==> src/rtl/pb_pkg.sv <==
// Shared types and defaults for the push-button conditioning block.
package pb_pkg;

   localparam int PB_NUM_PB_DEF = 4;
   localparam int PB_DEPTH_DEF  = 10;

   typedef enum logic [1:0] {
      PB_IDLE,
      PB_HOLD,
      PB_REPEAT
   } pb_state_t;

   function automatic int pb_max(input int a, input int b);
      return (a > b) ? a : b;
   endfunction

endpackage

==> src/rtl/pb_debounce_ctrl_if.sv <==
// Button-side bundle: sampling strobe and raw inputs in, conditioned level and pulses out.
interface pb_debounce_ctrl_if #(
   parameter int N = 1
);

   logic         tick;
   logic [N-1:0] btn_n;
   logic [N-1:0] level;
   logic [N-1:0] press;
   logic [N-1:0] rel;

   modport master (
      output tick,
      output btn_n,
      input  level,
      input  press,
      input  rel
   );

   modport slave (
      input  tick,
      input  btn_n,
      output level,
      output press,
      output rel
   );

endinterface

==> src/rtl/pb_debounce_channel.sv <==
// One button: tick-sampled shift-register debounce, press/release pulses and,
// with PB_AUTO_REPEAT_EN defined, an auto-repeat FSM with a saturating hold counter.
module pb_debounce_channel
   import pb_pkg::*;
#(
`ifdef PB_AUTO_REPEAT_EN
   parameter int REPEAT_DELAY  = 500,
   parameter int REPEAT_PERIOD = 100,
`endif
   parameter int DEPTH = PB_DEPTH_DEF
) (
   input logic                 clk,
   input logic                 rst_n,
   pb_debounce_ctrl_if.slave   ch_if
);

   logic [DEPTH-1:0] sh_q, sh_d;
   logic             level_q, press_q, rel_q;
   logic             level_d, rise, fall, press_d;

   always_comb begin
      sh_d = sh_q;
      if (ch_if.tick) begin
         sh_d = {sh_q[DEPTH-2:0], ~ch_if.btn_n[0]};
      end
   end

   // Any pressed sample in the window holds the level: fast press, slow release.
   assign level_d = |sh_q;
   assign rise    = level_d & ~level_q;
   assign fall    = ~level_d & level_q;

`ifdef PB_AUTO_REPEAT_EN
   localparam int                CW       = $clog2(pb_max(REPEAT_DELAY, REPEAT_PERIOD) + 1);
   localparam logic [CW-1:0]     DELAY_C  = CW'(REPEAT_DELAY);
   localparam logic [CW-1:0]     PERIOD_C = CW'(REPEAT_PERIOD);

   pb_state_t     state_q, state_d;
   logic [CW-1:0] hold_cnt_q, hold_cnt_d;
   logic          repeat_d;

   always_comb begin
      state_d    = state_q;
      hold_cnt_d = hold_cnt_q;
      repeat_d   = 1'b0;
      if (ch_if.tick && (hold_cnt_q != '1)) begin
         hold_cnt_d = hold_cnt_q + 1'b1;
      end
      unique case (state_q)
         PB_IDLE: begin
            hold_cnt_d = '0;
            if (rise) state_d = PB_HOLD;
         end
         PB_HOLD: begin
            if (hold_cnt_q == DELAY_C) begin
               repeat_d   = 1'b1;
               hold_cnt_d = '0;
               state_d    = PB_REPEAT;
            end
         end
         PB_REPEAT: begin
            if (hold_cnt_q == PERIOD_C) begin
               repeat_d   = 1'b1;
               hold_cnt_d = '0;
            end
         end
         default: state_d = PB_IDLE;
      endcase
      // Release wins so press and release never share a cycle.
      if (fall) begin
         state_d    = PB_IDLE;
         hold_cnt_d = '0;
         repeat_d   = 1'b0;
      end
   end

   always_ff @(posedge clk or negedge rst_n) begin
      if (!rst_n) begin
         state_q    <= PB_IDLE;
         hold_cnt_q <= '0;
      end else begin
         state_q    <= state_d;
         hold_cnt_q <= hold_cnt_d;
      end
   end

   assign press_d = rise | repeat_d;
`else
   assign press_d = rise;
`endif

   // NOTE: the shift register is cleared on reset like any other state, so a
   // button held through reset is seen as a fresh press on the first tick.
   always_ff @(posedge clk or negedge rst_n) begin
      if (!rst_n) begin
         sh_q    <= '0;
         level_q <= 1'b0;
         press_q <= 1'b0;
         rel_q   <= 1'b0;
      end else begin
         sh_q    <= sh_d;
         level_q <= level_d;
         press_q <= press_d;
         rel_q   <= fall;
      end
   end

   assign ch_if.level = level_q;
   assign ch_if.press = press_q;
   assign ch_if.rel   = rel_q;

endmodule

==> src/rtl/pb_debounce_ctrl.sv <==
// Push-button front end: 1 kHz tick generator plus NUM_PB debounce channels.
// Define PB_AUTO_REPEAT_EN to build the auto-repeat FSMs.
module pb_debounce_ctrl
   import pb_pkg::*;
#(
   parameter int DIV_COUNT     = 50000,
   parameter int DEPTH         = PB_DEPTH_DEF,
   parameter int NUM_PB        = PB_NUM_PB_DEF,
   parameter int REPEAT_DELAY  = 500,
   parameter int REPEAT_PERIOD = 100
) (
   input  logic              CLOCK_50_I,
   input  logic              resetn,
   input  logic [NUM_PB-1:0] PUSH_BUTTON_I,
   output logic [NUM_PB-1:0] pb_level_o,
   output logic [NUM_PB-1:0] pb_press_o,
   output logic [NUM_PB-1:0] pb_release_o,
   output logic              tick_o
);

   if (DIV_COUNT < 2) begin : g_bad_div
      $error("DIV_COUNT must be at least 2");
   end
   if (DEPTH < 2) begin : g_bad_depth
      $error("DEPTH must be at least 2");
   end
   if ((REPEAT_DELAY < 1) || (REPEAT_PERIOD < 1)) begin : g_bad_repeat
      $error("REPEAT_DELAY and REPEAT_PERIOD must be at least 1");
   end

   localparam int               CNT_W    = (DIV_COUNT > 2) ? $clog2(DIV_COUNT) : 1;
   localparam logic [CNT_W-1:0] CNT_LAST = CNT_W'(DIV_COUNT - 1);

   logic [CNT_W-1:0] cnt_q, cnt_d;
   logic             tick_q, tick_d;

   // NOTE: every signal gets a default before any branch so no latch is inferred.
   always_comb begin
      cnt_d  = cnt_q + 1'b1;
      tick_d = 1'b0;
      if (cnt_q == CNT_LAST) begin
         cnt_d  = '0;
         tick_d = 1'b1;
      end
   end

   // NOTE: state updates use non-blocking assignments so every register samples
   // the pre-edge values regardless of statement order.
   always_ff @(posedge CLOCK_50_I or negedge resetn) begin
      if (!resetn) begin
         cnt_q  <= '0;
         tick_q <= 1'b0;
      end else begin
         cnt_q  <= cnt_d;
         tick_q <= tick_d;
      end
   end

   assign tick_o = tick_q;

   for (genvar i = 0; i < NUM_PB; i++) begin : g_ch
      pb_debounce_ctrl_if #(.N(1)) ch_if ();

      assign ch_if.tick      = tick_q;
      assign ch_if.btn_n     = PUSH_BUTTON_I[i];
      assign pb_level_o[i]   = ch_if.level;
      assign pb_press_o[i]   = ch_if.press;
      assign pb_release_o[i] = ch_if.rel;

      pb_debounce_channel #(
`ifdef PB_AUTO_REPEAT_EN
         .REPEAT_DELAY  (REPEAT_DELAY),
         .REPEAT_PERIOD (REPEAT_PERIOD),
`endif
         .DEPTH         (DEPTH)
      ) u_ch (
         .clk   (CLOCK_50_I),
         .rst_n (resetn),
         .ch_if (ch_if)
      );
   end

endmodule

==> config.mk <==
export PLATFORM = sky130hd
export DESIGN_NAME = pb_debounce_ctrl
export DESIGN_NICKNAME = d
export VERILOG_FILES = /design/src/rtl/pb_pkg.sv /design/src/rtl/pb_debounce_ctrl_if.sv /design/src/rtl/pb_debounce_channel.sv /design/src/rtl/pb_debounce_ctrl.sv
export SDC_FILE = /design/constraint.sdc
export NUM_CORES = 1
export LEC_CHECK = 0
export CELL_PAD_IN_SITES_DETAIL_PLACEMENT = 0
export CELL_PAD_IN_SITES_GLOBAL_PLACEMENT = 1
export CORE_MARGIN = 1
export CORE_UTILIZATION = 35
export CTS_BUF_LIST = sky130_fd_sc_hd__clkbuf_2
export CTS_CLUSTER_SIZE = 10
export DETAILED_ROUTE_END_ITERATION = 12
export PLACE_DENSITY_LB_ADDON = 0.2
export SYNTH_ARGS = -nofsm -noshare
export SYNTH_HDL_FRONTEND = slang
export SYNTH_HIERARCHICAL = 1
export SYNTH_SLANG_ARGS = --single-unit
==> constraint.sdc <==
create_clock -name CLOCK_50_I -period 2.4 [get_ports CLOCK_50_I]
set_input_delay 0.36 -clock CLOCK_50_I [delete_from_list [all_inputs] [get_ports CLOCK_50_I]]
set_output_delay 0.36 -clock CLOCK_50_I [all_outputs]
set_load 0.03 [all_outputs]
# Word level (Yosys, flattened, before mapping)
# Cells that the tools add are included.
# W data, S select, Z words.
[totals]
regBits = 69
latch_bits = 0
ramBits = 0
rom_bits = 0
in_bits = 6
out_inout_bits = 13
wordCells = 46
mem_count = 0
[op_classes]
n_addsub = 1
n_mul = 0
div = 0
order_cmp = 0
eq_ne = 1
shift = 0
mux = 2
bitwise_logic = 20
reduce_logical = 4
[ops]
columns = ["operator", "n"]
rows = [
  ["$reduce_or A10 Y1", 4],
  ["$add A16 B1 Y16 const B", 1],
  ["$eq A16 B16 Y1 const B", 1],
  ["$mux W16", 1],
  ["$not A1 Y1", 12],
  ["$and A1 B1 Y1", 8],
  ["$mux W1", 1],
]

# Longest topological paths before layout
[logic_depth]
ltp_word = 3
ltp_mapped = 7
depth_no_buf = 5

# Modules after synthesis
# The synthesis kept the hierarchy.
[modules_own_cells]
columns = ["module", "n_inst", "cells_per_inst", "area_each_um2", "seq_area_each_um2"]
rows = [
  ["pb_debounce_channel", 4, 31, 494.2, 325.3],
  ["pb_debounce_ctrl", 1, 80, 877.1, 425.4],
]

# Worst setup path after synthesis
# OpenSTA, ideal clock, no wires.
[synth_path]
kind = "register to register"
start = "register cnt_q[0]"
end = "register cnt_q[9]"
setup_ns = 0.079
arrival_ns = 1.412
required_time_ns = 2.321
path_slack_ns = 0.909
path_stages_with_launch = 8
n_path_buf = 2
period_less_slack_ns = 1.491
cell_sequence = "dfrtp_1 -> ha_1 -> and3_1 -> buf_2 -> and4_1 -> buf_6 -> nand2b_1 -> mux2i_1"
[synth_via]
elab_chain_len = 2
word_cells_on_any_way = 3
classes_between = "1 x add/sub; 1 x eq/ne; 1 x mux"
[synth_rtl]
columns = ["element", "line_no", "text"]
rows = [
  ["start: declaration", "pb_debounce_ctrl.sv:34", "logic [CNT_W-1:0] cnt_q, cnt_d;"],
  ["start signal: assignment", "pb_debounce_ctrl.sv:54", "cnt_q <= cnt_d;"],
  ["$add A16 B1 Y16 / $eq A16 B16 Y1 (equally long branches)", "pb_debounce_ctrl.sv:39, pb_debounce_ctrl.sv:41", ""],
  ["$mux W16 (*)", "pb_debounce_ctrl.sv:41", "if (cnt_q == CNT_LAST) begin"],
  ["net cnt_d[9]", "pb_debounce_ctrl.sv:34", ""],
]
# Mark *: on every way through the listed nets, which the timed path passes. The rest lies on a longest branch.
# A chain may end at the register's enable or synchronous reset.

# Worst setup path after layout
[layout_path]
start = "register g_ch[3].u_ch.level_q"
end = "output pb_level_o[3]"
[layout_lines]
columns = ["element", "line_no", "text"]
rows = [
  ["start: declaration", "pb_debounce_channel.sv:18", "logic level_q, press_q, rel_q;"],
  ["start signal: assignment", "pb_debounce_channel.sv:102", "level_q <= level_d;"],
  ["end: declaration", "pb_debounce_ctrl.sv:15", "output logic [NUM_PB-1:0] pb_level_o,"],
]
# No word-level cell between the ends.

==> flow_results.org <==
** Run status
- The flow ran to the end, and the final reports show no timing, DRC or antenna violations.

** Clock network
- Number of clock buffers inserted by TritonCTS :: 9
- Insertion delay to the later sink of the worst-skew pair :: ~0.48 ns
- Clock Root Buffer :: sky130_fd_sc_hd__clkbuf_2
- For this design, the sink count on the clock tree is 69.
- TritonCTS built the clock tree.
- Clock transition at the registers of the reported paths :: ~0.2 ns
- H-tree level count :: 3
- Buffers from clock root to sink, at most :: 2
- The number of setup buffers added after CTS is 0.

** Logic synthesis
- Async set-reset flop share out of synthesis :: between 90% and 100%
- The netlist uses 29 different library cells.
- After synthesis, the cell types taking the most area are sky130_fd_sc_hd__dfrtp_1, sky130_fd_sc_hd__mux2_1, sky130_fd_sc_hd__nor4_2.
- In this run, synthesis inferred 0 flip-flops with an integrated enable.
- The Yosys step of the flow raised 6 warnings.
- In the synthesized netlist, the number of instances is about 200.
- Synthesis inferred 69 register bits.
- sky130_fd_sc_hd__dfrtp_1 takes more of the synthesized area than any other cell.
- Commonest register cell after synthesis :: sky130_fd_sc_hd__dfrtp_1
- Syn Nets :: approximately 210
- Portion of synthesized cell area occupied by the leading cell type :: ~60%
- After synthesis, flip-flops and latches occupy between 60% and 70% of the total area.
- Post-Syn Area :: approximately 2900 um^2
- Mean Syn Cell Area :: roughly 14 um^2

** Global route
- The via count of the first global-routing pass came to around 1600.
- The initial antenna violation count was 0.
- Remaining global-route overflow :: 0
- Entering global routing, the biggest net connects 70 pins.
- The first global-routing pass estimated between 7000 and 8000 um of wire.
- Overall global routing resource usage :: 11.3%

** Floorplan
- Measured along the x axis, the die boundary spans between 90 and 100 um.
- Die footprint :: 8520 um^2
- The core region is ~7800 um^2.
- # rows :: 32
- During I/O placement, the number of pins put on the boundary was 19.
- The die is 92.3 um tall.
- The initial utilization of the core area, before any placement, comes to roughly 37%.

** Critical path
- Req. time, crit path :: about 2 ns
- Largest delay contributor family on the critical path :: buffers and inverters
- The worst setup path is captured at a primary output.
- The worst setup path is launched from a flop.
- The worst setup path is of the flop to primary output kind.
- Delay contributed by the slowest stage of the critical path :: around 0.67 ns
- Signal arrival time at the worst endpoint :: around 1.6 ns
- CP max FO :: 3
- CP bufs+invs :: 1
- For this design, the slowest cell found on the critical path is sky130_fd_sc_hd__clkdlybuf4s50_1.
- The critical path goes through clkdlybuf4s50_1.

** STA
- Total setup violations reported at the end of the flow :: 0
- Worst slew slack as a fraction of its limit :: about 64%
- Highest clock rate :: ~520 MHz
- Hold timing on the final database bottoms out at a slack of a little under 0.4 ns.
- For the pin with the worst max-slew slack, the measured transition is roughly 0.54 ns.
- The final max-slew violation count is 0.
- Final Critical Period :: approximately 1.9 ns
- In the final timing run, aggregate negative setup slack is 0 ns.
- Minimum setup slack in the final design :: 0.482 ns
- The clock arrives with 0.0334 ns of skew.
- Number of failing hold endpoints at the final stage :: 0
- Final Cycle Share :: roughly 80%
- Unrepaired setup endpoints after global routing :: no

** Run
- Max-cap violations in this run came to 0.

** Detailed routing
- Final WL :: 3920 um
- Wire per inst :: ~12 um
- The detail route stage leaves a number of antenna-violating nets equal to 0.
- For this run, design rule violations remaining after detail routing come to 0.
- In the routed layout, each cell is associated on average with a via count of between 4 and 5.
- In this run, the number of DRC markers left after iteration 0 of detailed routing was 57.
- Router iterations before antenna repair :: 4
- Via count :: ~1500

** Final layout
- The repair_antennas step left the layout with diodes totalling 0.
- Area growth, synth to finish :: 11.0%
- After filler insertion, the fill cell instance count of the layout stands at between 700 and 800.
- After the last flow step, the layout net total stands at 225.
- Layout cells sized above 1 :: a little over an eighth

** Placed design
- Pre-CTS setup slack :: between 0.7 and 0.8 ns
- After legalization and detailed placement, the total HPWL measured approximately 2500 um.
- Placer Congestion :: 0.669
- Input and output buffers added on the ports amount to 18.

** Min path
- The path class of the tightest hold or removal check is input port to flop.

** Power and ir drop
- Worst IR drop on VDD :: ~0.19 mV
- P per Cell Area :: roughly 570 nW/um^2
- Summed over all cells, the static leakage comes to roughly 1.5 nW.
==> per-stage QoR <==
| step | util [%] | instances | total power, W | cell area (um^2) |
|---|---|---|---|---|
| finish | 40.6 | 324 | 0.00181 | 3170 |
| global route | 40.6 | 324 | 0.00190 | 3170 |
| CTS | 40.6 | 324 | 0.00185 | 3170 |
| detailed placement | 39.2 | 308 | 0.00122 | 3060 |
| global placement | 39.2 | 308 | 0.00122 | 3060 |
| floorplan | - | 204 | 0.00119 | 2850 |
==> report_power, final <==
group          switching, W   total, W  leakage, nW  internal (W)
clock network      0.000388   0.000613       0.0626      0.000225
logic             0.0000225  0.0000333        0.578     0.0000108
registers                 0    0.00116        0.906       0.00116
==> timing repair <==
action,4_1_cts,5_1_grt
hold buffers,1,0
resized for setup,0,0
hold endpoints to repair,69,0
==> per-layer routing <==
metal  track usage [%]  share of wire (%)  up-vias
met5                 0                  0        -
met4              7.03                2.1        0
met3              3.45                3.3        8
met2              17.1                 45       20
met1              14.2                 49      744
li1                  -                  -      737
==> logic make-up after synthesis <==
| kind of cell | share of synthesized area (%) |
|---|---|
| xor gates and xnor gates | 3.68 |
| buffers and inverters | 5.09 |
| DFF | 60.5 |
| muxes | 16.0 |
| adders and majority gates | 0.438 |
| AOI/OAI and AO/OA | 1.36 |
| and+or+nand+nor | 13.0 |
==> layout by cell type (no fill, tap or decap), types with 3 or more instances in the layout <==
cell	n
sky130_fd_sc_hd__dfrtp_1	68
sky130_fd_sc_hd__mux2_1	36
sky130_fd_sc_hd__clkdlybuf4s50_1	17
sky130_fd_sc_hd__nor2_1	11
sky130_fd_sc_hd__clkbuf_2	9
sky130_fd_sc_hd__and4_1	8
sky130_fd_sc_hd__xor2_1	8
sky130_fd_sc_hd__nor4_2	8
sky130_fd_sc_hd__nand3_1	7
sky130_fd_sc_hd__mux2i_1	5
sky130_fd_sc_hd__inv_1	5
sky130_fd_sc_hd__xnor2_1	4
sky130_fd_sc_hd__nand2_1	4
sky130_fd_sc_hd__a31oi_1	4
sky130_fd_sc_hd__nand4_1	3
==> layout make-up <==
type | count | area [um^2] | area share (%)
clock buffer | 9 | 45.0 | 1.42
tap | 102 | 128 | 4.03
sequential | 69 | 1730 | 54.5
timing repair buffer | 21 | 213 | 6.71
clock inverter | 6 | 55.1 | 1.74
multi-input combinational | 112 | 982 | 31.0
inverter | 5 | 18.8 | 0.592
==> final timing paths <==
| check | from | end | slack, ns | cells after the start |
|---|---|---|---|---|
| max | g_ch[3].u_ch/ch_if.level | pb_level_o[3] | 0.48 | 1 |
| min | PUSH_BUTTON_I[3] | g_ch[3].u_ch/sh_q[0] | 0.39 | 2 |
| max reg2reg | cnt_q[4] | cnt_q[9] | 0.79 | 4 |
| min reg2reg | g_ch[1].u_ch/ch_if.level | g_ch[1].u_ch/ch_if.press | 0.45 | 1 |
| max in group asynchronous | resetn | tick_o | 1.68 | 3 |
| min in group asynchronous | resetn | g_ch[3].u_ch/ch_if.rel | 0.40 | 3 |
==> cells in the mapped netlist, types with 2 or more instances <==
library cell	count
sky130_fd_sc_hd__and2_1	2
sky130_fd_sc_hd__xor2_1	8
sky130_fd_sc_hd__buf_4	12
sky130_fd_sc_hd__nand4_1	3
sky130_fd_sc_hd__nand3_1	7
sky130_fd_sc_hd__xnor2_1	4
sky130_fd_sc_hd__nor4_2	8
sky130_fd_sc_hd__nor2_1	11
sky130_fd_sc_hd__dfrtp_1	69
sky130_fd_sc_hd__and4_1	8
sky130_fd_sc_hd__inv_1	5
sky130_fd_sc_hd__mux2i_1	5
sky130_fd_sc_hd__nand2_1	4
sky130_fd_sc_hd__mux2_1	36
sky130_fd_sc_hd__a31oi_1	4
sky130_fd_sc_hd__buf_2	5
==> sequential cells by signal, indices dropped and copies added, names as in the netlist <==
name	cells
g_ch.u_ch/sh_q	40
g_ch.u_ch/ch_if.level	4
cnt_q	16
g_ch.u_ch/ch_if.rel	4
g_ch.u_ch/ch_if.press	4
tick_o	1
Note: power is estimated with default switching activity, not from simulation.
